--- src/rtl/alu_sequencer.sv ---
// Multi-cycle sequencer for three 8-bit working registers and a shared add/multiply datapath.
// Executes one {dst, src, imm, op} instruction at a time, accepted over a valid/ready handshake.
module alu_sequencer #(
    parameter int W = 8
) (
    input  logic         ck,
    input  logic         clr_n,
    input  logic [12:0]  instr,
    input  logic         ci,
    input  logic         instr_valid,
    output logic         instr_ready,
    output logic         done,
    output logic [W-1:0] result,
    output logic         carry,
    output logic [W-1:0] r0,
    output logic [W-1:0] r1,
    output logic [W-1:0] r2
);

    typedef enum logic [2:0] {
        IDLE = 3'd0,
        READ = 3'd1,
        EXEC = 3'd2,
        WB   = 3'd3,
        DONE = 3'd4
    } state_t;

    state_t         state_r;
    state_t         state_nxt_s;
    logic [12:0]    ir_r;
    logic           ci_r;
    logic [W-1:0]   a_r;
    logic [W-1:0]   b_r;
    logic [W-1:0]   acc_r;
    logic           cflag_r;
    logic [2:0]     cnt_r;

    logic [1:0]     dst_s;
    logic [1:0]     src_s;
    logic [W-1:0]   imm_s;
    logic           op_s;
    logic [W-1:0]   src_val_s;
    logic [W:0]     sum_s;
    logic [W-1:0]   pp_s;

    assign dst_s = ir_r[12:11];
    assign src_s = ir_r[10:9];
    assign imm_s = ir_r[8:1];
    assign op_s  = ir_r[0];

    // Handshake and completion flags are pure state decodes.
    assign instr_ready = (state_r == IDLE);
    assign done        = (state_r == DONE);

    // Source operand select; src = 11 reads as zero.
    always_comb begin
        src_val_s = {W{1'b0}};
        case (src_s)
            2'b00:   src_val_s = r0;
            2'b01:   src_val_s = r1;
            2'b10:   src_val_s = r2;
            default: src_val_s = {W{1'b0}};
        endcase
    end

    // Adder sum and the shift-add partial product for the current multiplier bit.
    always_comb begin
        sum_s = {1'b0, a_r} + {1'b0, b_r} + {{W{1'b0}}, ci_r};
        pp_s  = {W{1'b0}};
        if (b_r[cnt_r]) begin
            pp_s = a_r << cnt_r;
        end else begin
            pp_s = {W{1'b0}};
        end
    end

    // State register.
    always_ff @(posedge ck) begin
        if (!clr_n) begin
            state_r <= IDLE;
        end else begin
            state_r <= state_nxt_s;
        end
    end

    // Next-state logic; add spends one cycle in EXEC, mul spends eight.
    always_comb begin
        state_nxt_s = state_r;
        case (state_r)
            IDLE: begin
                if (instr_valid) begin
                    state_nxt_s = READ;
                end else begin
                    state_nxt_s = IDLE;
                end
            end
            READ: state_nxt_s = EXEC;
            EXEC: begin
                if (op_s || (cnt_r == 3'd7)) begin
                    state_nxt_s = WB;
                end else begin
                    state_nxt_s = EXEC;
                end
            end
            WB:      state_nxt_s = DONE;
            DONE:    state_nxt_s = IDLE;
            default: state_nxt_s = IDLE;
        endcase
    end

    // Datapath: instruction capture, operand latch, execute, write-back.
    always_ff @(posedge ck) begin
        if (!clr_n) begin
            ir_r    <= 13'd0;
            ci_r    <= 1'b0;
            a_r     <= {W{1'b0}};
            b_r     <= {W{1'b0}};
            acc_r   <= {W{1'b0}};
            cflag_r <= 1'b0;
            cnt_r   <= 3'd0;
            result  <= {W{1'b0}};
            carry   <= 1'b0;
            r0      <= {W{1'b0}};
            r1      <= {W{1'b0}};
            r2      <= {W{1'b0}};
        end else begin
            case (state_r)
                IDLE: begin
                    if (instr_valid) begin
                        ir_r <= instr;
                        ci_r <= ci;
                    end
                end
                READ: begin
                    a_r   <= src_val_s;
                    b_r   <= imm_s;
                    cnt_r <= 3'd0;
                    if (!op_s) begin
                        acc_r <= {W{1'b0}};
                    end
                end
                EXEC: begin
                    if (op_s) begin
                        acc_r   <= sum_s[W-1:0];
                        cflag_r <= sum_s[W];
                    end else begin
                        acc_r <= acc_r + pp_s;
                        cnt_r <= cnt_r + 3'd1;
                    end
                end
                WB: begin
                    result <= acc_r;
                    carry  <= cflag_r;
                    case (dst_s)
                        2'b00:   r0 <= acc_r;
                        2'b01:   r1 <= acc_r;
                        2'b10:   r2 <= acc_r;
                        default: begin end
                    endcase
                end
                default: begin end
            endcase
        end
    end

endmodule

--- config.mk ---
export PLATFORM = sky130hd
export DESIGN_NAME = alu_sequencer
export DESIGN_NICKNAME = d
export VERILOG_FILES = /design/src/rtl/alu_sequencer.sv
export SDC_FILE = /design/constraint.sdc
export NUM_CORES = 1
export LEC_CHECK = 0
export CORE_MARGIN = 8
export CORE_UTILIZATION = 30
export DETAILED_ROUTE_END_ITERATION = 7
export SYNTH_ARGS = -nofsm -noshare
export SYNTH_HDL_FRONTEND = slang
export SYNTH_SLANG_ARGS = --single-unit
--- constraint.sdc ---
create_clock -name ck -period 3.1 [get_ports ck]
set_input_delay 0.62 -clock ck [delete_from_list [all_inputs] [get_ports ck]]
set_output_delay 0.62 -clock ck [all_outputs]
set_load 0.01 [all_outputs]
# After elaboration in Yosys (flattened, before gate mapping)
# Cells that the tools add are included.
# Widths: inputs -> output; s select.
[word_totals] register_bits=78 latchBits=0 ram_bits=0 romBits=0 input_bits=17 out_inout_bits=35 word_cells=54 n_memories=0
[classes] addsub=4 mul=0 div_mod_pow=0 order_cmp=1 eq_ne=11 shift=1 n_mux=12 bitwise=0 reduce_logical=12
[ops] operator="$mux 8" count=3
[ops] operator="$pmux 8 s3" count=1
[ops] operator="$pmux 8 s2" count=1
[ops] operator="$reduce_and 2->1" count=7
[ops] operator="$pmux 3 s4" count=1
[ops] operator="$add 8x8->9" count=1
[ops] operator="$add 9x1->9" count=1
[ops] operator="$add 8x8->8" count=1
[ops] operator="$shl 8x3->8" count=1
[ops] operator="$eq 3x2->1 const B" count=2
[ops] operator="$eq 3x3->1 const B" count=2
[ops] operator="$pmux 3 s2" count=1
[ops] operator="$eq 2x1->1 const B" count=2
[ops] operator="$eq 2x2->1 const B" count=2
[ops] operator="$logic_not 2->1" count=2
[ops] operator="$lt 3x4->1 const B" count=1
[ops] operator="$ne 2x2->1 const B" count=2
[ops] operator="$add 3x1->3 const B" count=1
[ops] operator="$bmux 1 s3" count=1
[ops] operator="$eq 3x1->1 const B" count=1
[ops] operator="$logic_not 3->1" count=1
[ops] operator="$mux 1" count=3
[ops] operator="$mux 3" count=1
[ops] operator="$reduce_bool 2->1" count=1
[ops] operator="$logic_or 1x1->1" count=1

# Longest topological paths before layout
# Gate-level depths: netlist of the first run.
[logic_depth] ltp_word=6 mapped_depth=13

# Worst setup path after synthesis of the first run
# No wires, ideal clock.
[synth_path] kind="reg2reg" startpoint="register cnt_r[0]" endpoint="register acc_r[6]" setup_ns=0.120 arrival_time_ns=2.672 slack_ns=0.308 stages_incl_launch_ff=13 path_buffers=0 path_cell_list="dfxtp_1 > mux4_1 > nand2_1 > nor2_1 > ha_1 > fa_1 > a21o_1 > a21oi_1 > o21bai_1 > a21oi_1 > xnor2_1 > a22oi_1 > a21boi_1"
[synth_via] elab_chain_cells=6
[synth_rtl] element="from (decl)" line_no="36" rtl="logic [2:0] cnt_r;"
[synth_rtl] element="from (signal assigned)" line_no="148" rtl="cnt_r <= cnt_r + 3'd1;"
[synth_rtl] element="$bmux 1 s3" line_no="70" rtl="if (b_r[cnt_r]) begin"
[synth_rtl] element="$mux 1 (implied by the code)" line_no="70"
[synth_rtl] element="$mux 8 (*)" line_no="70"
[synth_rtl] element="$add 8x8->8 (*)" line_no="147" rtl="acc_r <= acc_r + pp_s;"
[synth_rtl] element="$mux 8 (*)" line_no="143" rtl="if (op_s) begin"
[synth_rtl] element="$pmux 8 s2 (*)" line_no="127" rtl="case (state_r)"
[synth_rtl] element="to (signal assigned)" line_no="139" rtl="acc_r <= {W{1'b0}};"
[synth_rtl] element="to (signal assigned)" line_no="144" rtl="acc_r <= sum_s[W-1:0];"
[synth_rtl] element="to (signal assigned)" line_no="147"
[synth_rtl] element="to (decl)" line_no="34" rtl="logic [W-1:0] acc_r;"
# Mark *: on every way between the ends. The rest lies on a longest branch, timed or not. The select of a mux whose other input is x is not followed.
# A chain may end at the register's enable or synchronous reset.

# Worst setup path after layout of the first run
# Same ends and word-level chain as after synthesis.

==> impl_results.md, run 1 <==
- Result of the run: complete, no violations
- Worst hold slack: around 0.46 ns
- Launching element type of the critical path: register
- Vias: approximately 3200
- Sum of negative setup slack: 0 ns
- Static leakage: between 1.5 and 2 nW
- Maximum ir drop on the vdd rail: roughly 260 uV
- Via count of the first global-routing pass: 3261
- Worst path arrival time: 3.23 ns
- Worst hold path endpoint: result[3]
- Net count reported at finish: ~530
- Final estimated routing congestion in global placement: ~0.84
- Full die area: about 18000 um2
- Floorplan Core Area: about 13000 um2
- Post-Syn Instances: roughly 450
- Largest net degree at the start of global routing: 51
- Global route overflow: 0
- Post-layout util: 38.04%
- Per-cell via count in the routed design: between 4 and 5
- Max Clock Freq: approximately 340 MHz
- Metal3 WL: about 420 um
- Final setup skew: about 0.0054 ns
- Endpoint of the lowest-slack register-to-register path: acc_r[6]
- # rows: 42
- Cell area after layout: about 5100 um2
- CP max FO: 4
- Post-CTS Hold Buffers: 0
- Async set-reset flop share out of synthesis: 0%
- Hold violation count in the final report: 0
- Final WL: slightly above 10 mm
- Capturing element type of the critical path: register
- Area Overhead vs Synth: 23.34%
- Final critical-path share of the clock period: 95.52%
- Final setup violating endpoints: 0
- Launch instance of the worst min-delay path: result[3]
- Router iterations before antenna repair: 4
- Met2 wire length: about 4.7 mm
- Class of the most critical setup path: reg2reg
- Placed wire-length estimate after detailed placement: around 7.5 mm
- Most used flip-flop cell after synthesis: dfxtp_1
- Clock buffer count from CTS: 9
- Level count of the clock H-tree: 3
- Transition at the pin with the smallest max-transition slack: 0.7963 ns
- Worst path required time: 3.37 ns
- Number of antenna violations at the first check in global routing: 0
- Number of standard cells in the layout, taps in and fillers out: 670
- Share of final-layout standard cells stronger than drive strength 1: under 10%
- CTS tree: yes
- Slew Limit Headroom: roughly 47%
- Number of distinct standard cells referenced by the synthesized netlist: 50
- First-iteration detailed-routing DRC count: 173
- Flip-flop and latch area: 1562 um2
- Slew Limit Fails: 0
- Remaining routing DRC violations: 0
- Area occupied by multi-input gates: ~2400 um2
- Hold crit path type: reg2reg
- Max Buffers Root-to-Sink: 2
- PostCTS Resize Cnt: 0
- Filler Cell Count: about 1400
- RSZ-0062 raised after global routing: no
- Cell area after synthesis: 4100 um2
- Number of register bits inferred by synthesis: 78
- Boundary Pins: 52
- Antenna Nets Post-Route: 0
- Number of cells after detailed placement: about 650
- Post-CTS Repair Setup Buffers: 0
- Area of placed instances: ~4800 um2
- Global-route total usage across every layer: 11.99%
- FF-to-FF setup slack: between 0.1 and 0.15 ns
- Wire length of the first global-routing pass: between 15 and 20 mm
- Startpoint of the worst register-to-register path: cnt_r[0]
- Number of flops mapped to enable cells by yosys: 0
- Share of synthesized area occupied by flip-flops and latches: 38.08%
- Starting density of the core: ~31%
- Routed length per instance: 15.09 um
- Min cycle time layout: roughly 3 ns
- # diodes: 0
- Die span in y: roughly 130 um
- Clock sink count: between 70 and 80
- Warnings from Yosys: 0
- CTS root buffer: clkbuf_16
- Detailed-routing wirelength on met1: ~4.8 mm
- Max Cap Viol: 0
- Die X: between 100 and 150 um
- Power density cells: around 470 nW/um2
- IO Port Bufs: just over 50
- Worst Reg2Reg Path Length in Cells: 12
- Net count after synthesis: ~480
- Clock insertion delay at the later pin of the skew report: 0.34 ns
- Top layer used by detailed routing: met4
- Avg Inst Size Synth: roughly 9.2 um2
- Worst hold path depth: 2
- Clock Pin Slew Worst Setup and Hold Paths: approximately 0.060 ns
-- state kept, by name, summed over array words and instances, names as in the netlist --
| register | count |
|---|---|
| r0 | 8 |
| acc_r | 8 |
| b_r | 8 |
| state_r | 3 |
| carry | 1 |
| result | 8 |
| r1 | 8 |
| ci_r | 1 |
| cnt_r | 3 |
| a_r | 8 |
| ir_r | 13 |
| cflag_r | 1 |
| r2 | 8 |
-- power by group --
| part | leakage, nW | switching [mW] | internal, mW |
|---|---|---|---|
| clock | 0.150 | 0.421 | 0.647 |
| sequential | 0.632 | 0.0441 | 1.03 |
| combinational | 1.11 | 0.113 | 0.102 |
| total | 1.89 | 0.578 | 1.78 |
-- cell families after synthesis --
logic type | count (synthesis) | synth area share [%]
flip-flops | 78 | 38.08
XOR/XNOR | 11 | 2.533
buffers and inverters | 34 | 3.540
adder cells (fa/ha/maj) | 19 | 6.347
multiplexers | 42 | 12.94
AND/OR/NAND/NOR | 166 | 19.62
AO/OA/AOI/OAI | 97 | 16.94
-- critical path, cell delays in order, from the launching register on --
cell and delay (ns):
dfxtp_1 0.35, mux4_1 0.61, nand2_1 0.16, nor2_1 0.08, ha_1 0.21, fa_1 0.41
a21o_1 0.20, a21oi_1 0.23, o21bai_1 0.09, a21oi_1 0.18, xnor2_1 0.14, a22oi_1 0.08
a21boi_1 0.16
-- metal layers --
metal	up-vias	track usage, %
met1	1515	14.46
met5	-	0
met2	60	19.59
met3	11	3.558
li1	1643	-
met4	0	4.669
-- synthesized netlist by cell type (8+ instances only) --
cell / number / area, um2
nor2_1: 13 / 48.80
mux2i_1: 35 / 350.3
ha_1: 16 / 200.2
a21boi_0: 33 / 247.7
clkbuf_1: 20 / 75.07
dfxtp_1: 78 / 1562
o211ai_1: 8 / 60.06
nand2_1: 87 / 326.6
o21ai_0: 10 / 50.05
nor2b_1: 30 / 187.7
inv_1: 9 / 33.78
a21oi_1: 13 / 65.06
-- worst max path at each step --
stage	start	end	slack, ns	depth (start not counted)
6_report	cnt_r[0]	acc_r[6]	0.14	12
5_1_grt	cnt_r[0]	acc_r[6]	0.02	12
4_1_cts	cnt_r[0]	acc_r[6]	0.18	12
3_5_place_dp	cnt_r[0]	acc_r[6]	0.20	12
3_3_place_gp	cnt_r[0]	acc_r[6]	0.27	12
2_1_floorplan	cnt_r[0]	acc_r[6]	0.31	12
-- stage by stage --
step | power (mW) | worst slack, ns
after floorplan | 1.238 | 0.3079
after global placement | 1.312 | 0.2732
after detailed placement | 1.317 | 0.2028
after CTS | 2.397 | 0.1830
after global routing | 2.476 | 0.01950
final | 2.360 | 0.1388
-- cells in the final DEF (no fill, tap or decap), drive strengths merged, types with 3 or more instances in the layout --
master          n
clkinv          3
xor2            4
a21boi         38
nor3            9
nand2          87
o211a           7
mux4            7
dfxtp          78
o211ai          8
or3             3
o21bai          3
nand2b          5
a21oi          13
clkbuf         11
clkdlybuf4s50  50
inv            10
buf             6
nor2b          30
nor2           13
nand3           6
and2            4
ha             16
mux2i          35
nor3b           3
fa              3
xnor2           7
a22oi           5
o21ai          12
-- area by class of cell --
cell class / count / area share (%)
clock buffers: 11 / 4.800
well taps: 176 / 4.354
repair buffers: 56 / 10.74
inverters: 9 / 0.6680
multi-input cells: 335 / 47.43
flip-flops and latches: 78 / 30.88
clock inverters: 5 / 1.138
(Power assumes the default switching activity.)
==> run 2: changes to the inputs <==
--- a/config.mk
+++ b/config.mk
@@ -8,6 +8,7 @@
 export CORE_MARGIN = 8
 export CORE_UTILIZATION = 30
 export DETAILED_ROUTE_END_ITERATION = 7
+export MAX_ROUTING_LAYER = met4
 export SYNTH_ARGS = -nofsm -noshare
 export SYNTH_HDL_FRONTEND = slang
 export SYNTH_SLANG_ARGS = --single-unit
==> constraint.sdc (replaced) <==
create_clock -name ck -period 2.95 [get_ports ck]
set_input_delay 0.59 -clock ck [delete_from_list [all_inputs] [get_ports ck]]
set_output_delay 0.59 -clock ck [all_outputs]
set_load 0.01 [all_outputs]
==> run 2 against run 1 <==
Effect of this change: routed wire length grew 2.1%; die area is the same; total power grew 2.5%; first-iteration DRC count grew 7.5%; clock power is essentially flat; utilization grew 0.21 points; via count grew 0.93%; global-route usage grew 0.12 points; critical endpoint is now acc_r[4]; largest power group unchanged.
==> impl_results.md, run 2 (synthesis results as in run 1) <==
- Max Clock Freq: 359.7 MHz
- Flip-flop and latch area: around 1600 um2
- Remaining routing DRC violations: 0
- Chain of cells forming the critical path: mux4_2 -> nand2_2 -> nor2_1 -> ha_1 -> fa_1 -> a21o_1 -> a21oi_2 -> buf_4 -> xnor2_1 -> a222oi_1 -> nor2b_1
- Post-CTS Hold Buffers: 0
- Endpoint of the worst setup timing path: acc_r[4]
- Commonest non-fill, non-tap cell in the layout: nand2_1
- Final critical-path share of the clock period: between 90% and 100%
- Endpoint of the lowest-slack register-to-register path: acc_r[4]
- Largest net degree at the start of global routing: between 40 and 50
- Area Overhead vs Synth: 24.02%
- Largest delay share family, worst path: compound AO/OA/AOI/OAI gates
- Final setup skew: approximately 0.013 ns
- IO Port Bufs: roughly 50
- Capturing element type of the critical path: register
- Min cycle time layout: roughly 2.8 ns
- Worst path required time: approximately 3.2 ns
- Via count of the first global-routing pass: 3270
- Clock insertion delay at the later pin of the skew report: roughly 0.34 ns
- Full die area: about 18000 um2
- Area occupied by multi-input gates: roughly 2400 um2
- Routing usage on met1: between 10% and 20%
- Launch instance of the worst min-delay path: ir_r[5]
- Wire length of the first global-routing pass: approximately 17 mm
- Met3 capacity usage during global routing: 1.855%
- Starting density of the core: about 31%
- Die span in y: around 130 um
- Transition at the pin with the smallest max-transition slack: 0.6904 ns
- RSZ-0062 raised after global routing: no
- Antenna Nets Post-Route: 0
- CTS tree: yes
- Sum of negative setup slack: 0 ns
- Final estimated routing congestion in global placement: approximately 0.84
- Class of the most critical setup path: reg2reg
- # diodes: 0
- Power density cells: around 480 nW/um2
- Routed length per instance: roughly 15 um
- Slew Limit Fails: 0
- Worst Reg2Reg Path Length in Cells: 11
- Design Power: about 2.4 mW
- Max Buffers Root-to-Sink: 2
- Boundary Pins: 52
- Net count reported at finish: 530
- Global-route total usage across every layer: 12.11%
- Buffers plus inverters on the worst setup path: 1
- Filler Cell Count: between 1000 and 1500
- Share of final-layout standard cells stronger than drive strength 1: under 10%
- Floorplan Core Area: 13300 um2
- Slew Limit Headroom: a little over half
- Largest Register: ir_r
- Clock Pin Slew Worst Setup and Hold Paths: 0.06 ns
- Gr busiest metal: met2
- Final setup violating endpoints: 0
- First-iteration detailed-routing DRC count: about 190
- Startpoint of the worst register-to-register path: cnt_r[0]
- Clock sink count: just under 80
- Worst path arrival time: approximately 3.0 ns
- FF-to-FF setup slack: about 0.17 ns
- Router iterations before antenna repair: 4
- Vias: between 3000 and 4000
- Launch point of the worst path: cnt_r[0]
- Hold violation count in the final report: 0
- Maximum ir drop on the vdd rail: approximately 220 uV
- Per-cell via count in the routed design: roughly 4.8
- CTS root buffer: clkbuf_16
- Placed wire-length estimate after detailed placement: about 7.7 mm
- Largest stage delay on the critical path: between 0.5 and 0.6 ns
- Static leakage: 1.894 nW
- Max Cap Viol: 0
- Result of the run: complete, no violations
- # rows: 42
- CP max FO: 4
- Number of antenna violations at the first check in global routing: 0
- Global route overflow: 0
- GRT met2 Usage: 19.42%
- Launching element type of the critical path: register
- Final WL: between 10 and 15 mm
- Clock buffer count from CTS: 9
- Hold crit path type: reg2reg
- Count of cell instances traversed by the critical path: 11
- Cell type of the slowest stage on the worst timing path: mux4_2
- Die X: 132.9 um
- Most frequent cells in the layout: 86 x nand2_1, 77 x dfxtp_1, 50 x clkdlybuf4s50_1, 35 x mux2i_1, 32 x a21boi_0
- Level count of the clock H-tree: 3
- Max FFs per register: 13
==> run 2: layout make-up <==
cell class,instances,share of cell area [%]
multi-input combinational,335,47.22
inverter,9,0.6644
clock buffer,9,4.429
timing repair buffer,61,11.49
sequential,78,30.73
clock inverter,7,1.132
tap,176,4.331
==> run 2: report_power, final <==
| part | leakage (nW) | internal, mW | switching, mW |
|---|---|---|---|
| Clock | 0.134 | 0.580 | 0.475 |
| Sequential | 0.633 | 1.09 | 0.0463 |
| Combinational | 1.13 | 0.111 | 0.121 |
| Total | 1.89 | 1.78 | 0.643 |
==> run 2: tightest hold or removal path, cell delays in order, from the launching register on <==
cell and delay [ns]:
dfxtp_1 0.31, nand2_1 0.05, a21boi_0 0.06
==> run 2: worst min path at each step <==
stage,end,slack [ns],cells after the start
finish,ir_r[5],0.46,2
global route,ir_r[3],0.49,2
CTS,ir_r[5],0.47,2
detailed placement,ir_r[5],0.46,2
global placement,b_r[6],0.45,2
floorplan,b_r[3],0.44,2
==> run 2: per-stage QoR <==
step           cells  hold WS (ns)  cell area, um2  util (%)  worst slack, ns
2_1_floorplan    447        0.4412            4100         -           0.1579
3_3_place_gp     658        0.4513            4787     36.01           0.1077
3_5_place_dp     658        0.4573            4787     36.01          0.01278
4_1_cts          674        0.4668            5074     38.16          0.05742
5_1_grt          675        0.4861            5085     38.25          0.01758
6_report         675        0.4643            5085     38.25           0.1697
==> run 2: metal layers <==
layer	up-vias	routed length [um]
met3	8	272
met1	1543	5016
li1	1653	-
met2	55	4919
met4	0	116
met5	-	0
==> run 2: repair_timing <==
action,4_1_cts,5_1_grt
buffers inserted,0,1
pin swaps,0,2
gates cloned,0,0
endpoints found under the setup margin,1,3
resized for setup,1,5
==> run 3: changes to the inputs <==
==> constraint.sdc (replaced) <==
create_clock -name ck -period 3.3 [get_ports ck]
set_input_delay 0.66 -clock ck [delete_from_list [all_inputs] [get_ports ck]]
set_output_delay 0.66 -clock ck [all_outputs]
set_load 0.01 [all_outputs]
==> run 3 against run 2 <==
Effect of this change: die area unchanged; total power down 11%; non-clock buffer count down 5; clock power down 10%; worst hold slack worse by 0.0024 ns; routed wire length down 1.3%.
==> impl_results.md, run 3 (synthesis results as in run 1) <==
- Result of the run: complete, no violations
- Max Cap Viol: 0
- Vias: around 3300
- Design Power: 2.156 mW
- Slew Limit Fails: 0
- Max Buffers Root-to-Sink: 2
- Level count of the clock H-tree: 3
- Hold violation count in the final report: 0
- Die X: ~130 um
- Net load switching power: roughly 0.54 mW
- Transition at the pin with the smallest max-transition slack: 0.8459 ns
- Net count reported at finish: around 530
- Placed wire-length estimate after detailed placement: between 7 and 8 mm
- Wire length of the first global-routing pass: between 15 and 20 mm
- Worst path arrival time: approximately 3.3 ns
- Boundary Pins: 52
- Clock sink count: 78
- Placement Setup Slack: 0.3473 ns
- Worst hold slack: about 0.46 ns
- Final setup skew: around 0.0053 ns
- CTS root buffer: clkbuf_16
- # rows: 42
- Share of final-layout standard cells stronger than drive strength 1: between 6 and 7%
- Static leakage: ~1.9 nW
- Launching element type of the critical path: register
- RSZ-0062 raised after global routing: no
- Maximum ir drop on the vdd rail: 165.2 uV
- Via count of the first global-routing pass: 3288
- Final estimated routing congestion in global placement: 0.8440
- Post-layout util: 37.94%
- Clock insertion delay at the later pin of the skew report: approximately 0.33 ns
- Largest net degree at the start of global routing: 54
- Logic gate share of total power: under 10%
- Die span in y: ~130 um
- CTS tree: yes
- Min cycle time layout: between 3 and 4 ns
- Hold crit path type: reg2reg
- Routed length per instance: 15.21 um
- Final WL: 10.19 mm
- Final critical-path share of the clock period: 91.64%
- Global route overflow: 0
- Number of cells after detailed placement: approximately 650
- Floorplan Core Area: about 13000 um2
- Antenna Nets Post-Route: 0
- Router iterations before antenna repair: 6
- Commonest non-fill, non-tap cell in the layout: nand2_1
- Switch share: between 20% and 30%
- Portion of total power attributed to the clock network: around 44%
- # diodes: 0
- Max FFs per register: 13
- Post-CTS Hold Buffers: 0
- Number of antenna violations at the first check in global routing: 0
- Clock buffer count from CTS: 9
- Cell area after layout: 5044 um2
- CP max FO: 4
- Largest Register: ir_r
- Most frequent cells in the layout: 87 x nand2_1, 78 x dfxtp_1, 50 x clkdlybuf4s50_1, 35 x mux2i_1, 33 x a21boi_0
- Sum of negative setup slack: 0 ns
- First-iteration detailed-routing DRC count: 154
- IO Port Bufs: 51
- Capturing element type of the critical path: register
- Global-route total usage across every layer: around an eighth
- Per-cell via count in the routed design: 4.893
- Number of standard cells in the layout, taps in and fillers out: 670
- Power density cells: between 400 and 500 nW/um2
- Clock Pin Slew Worst Setup and Hold Paths: ~0.060 ns
- PostCTS Resize Cnt: 0
- Starting density of the core: a little under a third
- Worst-case setup margin in the final layout: 0.2760 ns
- Area of placed instances: approximately 4800 um2
- Final setup violating endpoints: 0
- Class of the most critical setup path: reg2reg
- Post-CTS Repair Setup Buffers: 0
- Slew Limit Headroom: a little over two fifths
- Max Clock Freq: ~330 MHz
- Cell internal pwr: about 1.6 mW
- Remaining routing DRC violations: 0
- Share of power burned in registers: about 47%
- Filler Cell Count: approximately 1400
- Full die area: ~18000 um2
- Area Overhead vs Synth: 23.01%
- Worst path required time: between 3 and 4 ns
[run 3: routing by layer]
metal  GRT usage, %  vias to the layer above  share of wire (%)
met1          14.82                     1535                 47
li1               -                     1652                  -
met4          5.426                        0                2.0
met3          2.271                       15                3.8
met2          19.17                       76                 47
met5              -                        -                  0
[run 3: area by class of cell]
class,instances,area [um2],share of cell area (%)
multi-input combinational,335,2399,47.56
sequential,78,1562,30.96
timing repair buffer,56,543.0,10.77
clock buffer,12,256.5,5.086
tap,176,220.2,4.366
inverter,9,33.78,0.6698
clock inverter,4,30.03,0.5954
[run 3: worst max-delay path, cell delays in order (launching register included)]
cell and delay (ns):
dfxtp_1 0.35, mux4_1 0.61, nand2_1 0.15, nor2_1 0.07, ha_1 0.21, fa_1 0.41, a21o_1 0.20, a21oi_1 0.26
o21bai_1 0.10, a21oi_1 0.20, xnor2_1 0.14, a22oi_1 0.08, a21boi_1 0.17
[run 3: path summary, 6_finish.rpt]
path                            startpoint        to  slack [ns]  cells past startpoint
worst min register to register     ir_r[5]    b_r[4]        0.46                      2
worst max register to register    cnt_r[0]  acc_r[6]        0.28                     12
worst min-delay path               ir_r[5]    b_r[4]        0.46                      2
worst max-delay path              cnt_r[0]  acc_r[6]        0.28                     12
[run 3: power groups by stage]
stage	clock (mW)	combinational (mW)	sequential, mW
after floorplan	0	0.150	1.01
after global placement	0	0.202	1.03
after detailed placement	0	0.204	1.03
after CTS	0.970	0.205	1.01
after global routing	1.02	0.226	1.02
final	0.943	0.202	1.01
